===== src/rtl/reg_bus_arbiter.sv =====
// Round-robin arbiter sharing one reg bus port between NumReq requesters.
// Define REG_BUS_ARBITER_TIMEOUT_EN to add the no-response watchdog.
package core_v_mcu_pkg;
    typedef struct packed {
        logic        valid;
        logic        write;
        logic [31:0] addr;
        logic [31:0] wdata;
        logic [3:0]  wstrb;
    } reg_req_t;

    typedef struct packed {
        logic        ready;
        logic [31:0] rdata;
        logic        error;
    } reg_rsp_t;
endpackage

module reg_bus_arbiter #(
    parameter int unsigned NumReq        = 2,
    parameter int unsigned TimeoutCycles = 255,
    parameter type         req_t         = core_v_mcu_pkg::reg_req_t,
    parameter type         rsp_t         = core_v_mcu_pkg::reg_rsp_t
) (
    input  logic clk_i,
    input  logic rst_ni,
    input  req_t req_i [NumReq],
    output rsp_t rsp_o [NumReq],
    output req_t req_o,
    input  rsp_t rsp_i,
    output logic busy_o,
    output logic timeout_o
);

    localparam int unsigned IdxW = (NumReq > 1) ? $clog2(NumReq) : 1;

    typedef enum logic {IDLE, BUSY} state_e;

    state_e          state_q, state_d;
    logic [IdxW-1:0] gnt_q, gnt_d;
    logic [IdxW-1:0] last_q, last_d;
    logic [IdxW-1:0] pick;
    logic            any_valid;
    logic            timeout;
    int unsigned     idx;

    // Search upward from the requester after the last winner.
    always_comb begin
        any_valid = 1'b0;
        pick      = '0;
        idx       = 0;
        for (int unsigned i = 0; i < NumReq; i++) begin
            idx = (int'(last_q) + 1 + i) % NumReq;
            if (!any_valid && req_i[idx].valid) begin
                any_valid = 1'b1;
                pick      = IdxW'(idx);
            end
        end
    end

`ifdef REG_BUS_ARBITER_TIMEOUT_EN
    localparam int unsigned CntW = $clog2(TimeoutCycles + 1);

    logic [CntW-1:0] cnt_q;

    always_ff @(posedge clk_i or negedge rst_ni) begin
        if (!rst_ni) begin
            cnt_q <= '0;
        end else if (state_q != BUSY) begin
            cnt_q <= '0;
        end else if (!rsp_i.ready) begin
            cnt_q <= cnt_q + 1'b1;
        end
    end

    assign timeout = (state_q == BUSY) && !rsp_i.ready &&
                     (cnt_q == CntW'(TimeoutCycles));
`else
    logic unused_timeout_cfg;
    assign unused_timeout_cfg = ^TimeoutCycles;
    assign timeout = 1'b0;
`endif

    always_ff @(posedge clk_i or negedge rst_ni) begin
        if (!rst_ni) begin
            state_q <= IDLE;
            gnt_q   <= '0;
            last_q  <= IdxW'(NumReq - 1);
        end else begin
            state_q <= state_d;
            gnt_q   <= gnt_d;
            last_q  <= last_d;
        end
    end

    always_comb begin
        state_d = state_q;
        gnt_d   = gnt_q;
        last_d  = last_q;
        req_o   = '0;
        for (int unsigned k = 0; k < NumReq; k++) begin
            rsp_o[k] = '0;
        end
        unique case (state_q)
            IDLE: begin
                if (any_valid) begin
                    state_d = BUSY;
                    gnt_d   = pick;
                    last_d  = pick;
                end
            end
            BUSY: begin
                req_o        = req_i[gnt_q];
                rsp_o[gnt_q] = rsp_i;
                if (timeout) begin
                    req_o.valid        = 1'b0;
                    rsp_o[gnt_q]       = '0;
                    rsp_o[gnt_q].ready = 1'b1;
                    rsp_o[gnt_q].error = 1'b1;
                end
                // Completion, abandon and watchdog all release the grant.
                if (timeout || !req_i[gnt_q].valid || rsp_i.ready) begin
                    state_d = IDLE;
                end
            end
            default: state_d = IDLE;
        endcase
    end

    assign busy_o    = (state_q == BUSY);
    assign timeout_o = timeout;

endmodule

===== config.mk =====
export PLATFORM = sky130hd
export DESIGN_NAME = reg_bus_arbiter
export DESIGN_NICKNAME = d
export VERILOG_FILES = /design/src/rtl/reg_bus_arbiter.sv
export SDC_FILE = /design/constraint.sdc
export NUM_CORES = 1
export LEC_CHECK = 0
export ABC_AREA = 1
export CORE_AREA = 2 2 122 124
export CTS_CLUSTER_DIAMETER = 200
export DETAILED_ROUTE_END_ITERATION = 16
export DIE_AREA = 0 0 124 126
export PLACE_DENSITY = 0.56
export SLEW_MARGIN = 10
export SYNTH_ARGS = -nofsm -noshare
export SYNTH_HDL_FRONTEND = slang
export SYNTH_SLANG_ARGS = --single-unit

===== constraint.sdc =====
create_clock -name clk_i -period 1.2 [get_ports clk_i]
set_input_delay 0.36 -clock clk_i [delete_from_list [all_inputs] [get_ports clk_i]]
set_output_delay 0.36 -clock clk_i [all_outputs]
set_load 0.1 [all_outputs]

==> flow_summary.ini, run 1 <==
[status]
status = complete, but fails checks
violations = setup timing

[setup_path]
setup.worst_path.start_class = register
cp_common_cell = buf_12
cpLargestDelayFamily = flip-flops
path_buf_inv = 2
critPathKind = register to output pin
worst_r2r_path_depth = 6
crit_start = gnt_q
cp.depth = 4
crit_fanout = 33
r2r-end = busy_o
path_cells = buf_12, nand2_1, a21oi_4, buf_12
end_kind = output pin
slowest_stage = dfrtp_2
crit_end = req_o[55]
crit_required_ps = 840
regToRegSetupSlack_ps = 50
arrival_ps = 1480
worstReg2RegStart = gnt_q
slowest_delay_ps = 480

[yosys]
syn_nets = 535
synth-async-reset-ratio = 1.000
synth_most_common_cell = nand2_1
ys_ff_latch = 3
synth_top_area_share = 0.3531
yosysUniqueCellTypes = 16
ys_seq_area_frac = 0.04884
synth.avg_cell_area_um2 = 4.353
yosys-top-cells-count = nand2_1, a21oi_1, nor2_1
yosysTopAreaCell = nand2_1
ys.flop_type = dfrtp_1
synth_edf_count = 0
yosys_warnings = 0
syn_inst = 359
synth_area_um2 = 1563
synth_area_leaders = nand2_1, a21oi_1, nor2_1, inv_1, buf_2

[timing]
skew_ps = 1.514
rsz0062_at_grt = true
setup_viol = 139
hold_violations = 0
finalCritPeriodShare = 1.537
fmax_ghz = 0.5421
period_needed_ps = 1845
finalMaxSlewViolations = 0
worst_slack_ps = -644.8

[global_routing]
grt_first_pass_wirelength_mm = 20.37
grt_antenna_before_repair = 0
grt_max_degree = 34
grt_pass1_vias = 4029
globalRouteTotalUtil = 0.1654
gr-total-overflow = 0

[clocking]
clock-sinks = 3
path_clk_slew_ps = 30
cts-root-buf = clkbuf_16
cts_max_path_buffers = 2
cts_made_buffers = 3
htreeDepth = 1
cts_tree = built
clk_latency_ps = 230

[die]
coreArea_um2 = 14310
die-area_um2 = 15620
die_h_um = 126
start_util = 0.1092
io_pins = 316
die_w_um = 124
placementRows = 44

[route]
drc = 0
via_count = 3644
first_iter_violations = 61
routed_wl_mm = 13.71
wl_per_cell_um = 15.72
first_pass_iters = 4
vias_per_cell = 4.179
ant_nets = 0

[min_path]
min_path_type = input pin to asynchronous set/reset pin

[finish]
fill_cells = 1202
syn2layout_area_growth_pct = 429.5
antenna_cells = 0
multi_input_comb_area_um2 = 2575
drive_gt1_frac = 0.5058
stdcell_area_um2 = 8275
nets = 865
seq_area_um2 = 81.33

[place]
numPortBuffers = 314
hpwlAfterDp_mm = 11.03
globalplace.congestion = 0.7869
post_dp_cell_area_um2 = 7889

[run]
maxCapViolCount = 0
-- worst min path at each step --
stage                   to  cells past startpoint  slack [ps]
floorplan            gnt_q                      0          60
global placement    last_q                      2         450
detailed placement  last_q                      2         480
CTS                 busy_o                      1         320
global route        busy_o                      1         320
finish              busy_o                      1         310
-- state kept, by name, summed over array words and instances (netlist names) --
signal  count
busy_o      1
gnt_q       1
last_q      1
-- routing by layer --
layer	wire length, µm	vias up	GRT usage
li1	-	1750	-
met1	4531	1645	0.1681
met2	7023	219	0.3074
met3	1742	30	0.06205
met4	412	0	0.05221
met5	0	-	0
-- per-stage QoR --
stage / setup slack, ps / hold WS, ps / utilization / TNS [ps] / std cells
after floorplan: -699.4 / 64.41 / - / -92360 / 359
after global placement: -501.0 / 452.8 / 0.5511 / -57050 / 860
after detailed placement: -498.8 / 481.8 / 0.5511 / -58410 / 860
after CTS: -695.9 / 317.9 / 0.5693 / -88680 / 870
after global routing: -694.7 / 319.7 / 0.5781 / -92270 / 872
final: -644.8 / 312.8 / 0.5781 / -84780 / 872
-- kinds of logic after synthesis --
family | share of synthesized area
AOI/OAI and AO/OA | 0.2274
and+or+nand+nor | 0.5308
buffers and inverters | 0.1905
other | 0.002400
DFF | 0.04884
-- worst reg2reg max path: cells and delay by family (launching register included) --
family | cells | cell delay [ps]
buf+inv | 2 | 300
flops | 1 | 480
simple gates | 4 | 260
-- what timing repair did --
item	CTS	global route
resized for setup	25	20
setup buffers	4	2
pin swaps	5	15
gates cloned	3	4
hold buffers	0	0
endpoints found under the hold margin	0	0
endpoints found under the setup margin	142	142
-- cells in the final DEF, fill, tap and decap left out --
| master | netlist | layout |
|---|---|---|
| nand2_8 | 0 | 1 |
| nor2_4 | 0 | 68 |
| inv_8 | 0 | 2 |
| clkbuf_16 | 0 | 7 |
| nand2_4 | 0 | 4 |
| inv_12 | 0 | 1 |
| buf_4 | 3 | 12 |
| clkbuf_1 | 4 | 1 |
| buf_8 | 0 | 1 |
| buf_12 | 0 | 155 |
| nand3_1 | 2 | 2 |
| buf_6 | 2 | 5 |
| buf_16 | 0 | 1 |
| dfrtp_4 | 0 | 1 |
| nand2_2 | 2 | 17 |
| conb_1 | 1 | 1 |
| dfrtp_2 | 0 | 1 |
| clkdlybuf4s50_1 | 0 | 175 |
| nand2_1 | 147 | 127 |
| dfstp_2 | 1 | 1 |
| inv_1 | 34 | 34 |
| a21oi_4 | 0 | 70 |
| o21ai_2 | 0 | 1 |
-- final cells by class --
cell class                 instances  area share
tap                              184     0.02782
timing repair buffer             353      0.6216
timing repair inverter             1    0.001361
sequential                         3    0.009828
clock buffer                       4    0.009525
multi-input combinational        291      0.3112
inverter                          36     0.01875
Power of run 1 is not shown: default switching activity piles up to over one toggle a cycle in this logic, so the estimate is an artifact.
==> run 2, diff against run 1 <==
Settings changed: PLACE_DENSITY 0.56 to not set.
Clock period 1.2 ns to 2 ns, I/O delays scaled along.
==> flow_summary.ini, run 2 (same netlist as run 1, synthesis figures left out) <==
[status]
status = complete, but fails checks
violations = setup timing

[timing]
fmax_ghz = 0.4726
finalMaxSlewViolations = 0
skew_ps = 2.502
hold_violations = 0
setup_viol = 138
finalCritPeriodShare = 1.058
rsz0062_at_grt = true
period_needed_ps = 2116
worst_slack_ps = -116.0

[route]
first_pass_iters = 3
vias_per_cell = 4.203
routed_wl_mm = 14.88
via_count = 3673
drc = 0
wl_per_cell_um = 17.02
first_iter_violations = 56
ant_nets = 0

[finish]
final_cells = 874
layout_commonest_cell = buf_12
seq_area_um2 = 81.33
fill_cells = 1199
antenna_cells = 0
fin_util = 0.6004
drive_gt1_frac = 0.6783
final_cell_mix = buf_12, dlygate4sd2_1, nand2_2, a21oi_4, nor2_4
stdcell_area_um2 = 8594
syn2layout_area_growth_pct = 450.0
multi_input_comb_area_um2 = 2838
nets = 867

[clocking]
htreeDepth = 1
cts-root-buf = clkbuf_16
clock-sinks = 3
cts_made_buffers = 3
cts_tree = built
cts_max_path_buffers = 2
path_clk_slew_ps = 30
postCtsHoldBufs = 0
clk_latency_ps = 220

[die]
io_pins = 316
die_w_um = 124
start_util = 0.1092
die-area_um2 = 15620
placementRows = 44
coreArea_um2 = 14310
die_h_um = 126

[place]
numPortBuffers = 314
globalplace.congestion = 0.8149
dp_cells = 848
hpwlAfterDp_mm = 11.36
post_dp_cell_area_um2 = 7759

[min_path]
hold_depth = 2
min_path_type = register to register

[global_routing]
grt_antenna_before_repair = 0
globalRouteTotalUtil = 0.1714
gr-total-overflow = 0
grt_first_pass_wirelength_mm = 20.88
grt_max_degree = 26
grt_pass1_vias = 4017

[setup_path]
setup.worst_path.start_class = input pin
crit_fanout = 1
end_kind = output pin
arrival_ps = 1520
critPathKind = input pin to output pin
worst_r2r_path_depth = 5
crit_required_ps = 1400

[run]
maxCapViolCount = 0
## run 2: worst max-delay path, stage by stage
cell and delay (ps):
clkdlybuf4s50_1 450, nand2_1 80, a21oi_4 190, buf_12 190
## run 2: worst paths after layout
path                              to  slack (ps)       start
setup / recovery           req_o[36]        -120  req_i[106]
hold / removal                last_q         500      last_q
setup reg to reg               gnt_q         580      busy_o
hold reg to reg               last_q         500      last_q
max in group asynchronous     last_q        1200      rst_ni
min in group asynchronous      gnt_q         570      rst_ni
## run 2: repair_timing
action                     CTS  global route
gates resized for setup    264            46
setup endpoints to repair  138           137
pin swaps                  114            57
cloned                       5            11
buffers inserted             5             2
## run 2: metrics by stage
| stage | hold slack [ps] | TNS, ps | setup slack [ps] |
|---|---|---|---|
| 3_5_place_dp | 478.3 | -13260 | -175.9 |
| 3_3_place_gp | 452.2 | -11960 | -166.5 |
| 6_report | 495.1 | -8956 | -116.0 |
| 5_1_grt | 520.6 | -15010 | -160.6 |
| 4_1_cts | 483.0 | -8004 | -119.4 |
| 2_1_floorplan | 304.4 | -25080 | -200.7 |
## run 2: metal layers
| layer | up-vias | routed length [µm] | track usage |
|---|---|---|---|
| li1 | 1761 | - | - |
| met1 | 1697 | 4732 | 0.1622 |
| met2 | 197 | 8359 | 0.3397 |
| met3 | 18 | 1503 | 0.06522 |
| met4 | 0 | 282 | 0.03900 |
| met5 | - | 0 | 0 |
## run 2: final cells by class
class / count / share of cell area
repair buffers: 356 / 0.6066
clock buffers: 4 / 0.009172
flip-flops and latches: 3 / 0.009463
multi-input cells: 291 / 0.3302
well taps: 184 / 0.02679
inverters: 36 / 0.01776
Power of run 2 is left out for the same reason.
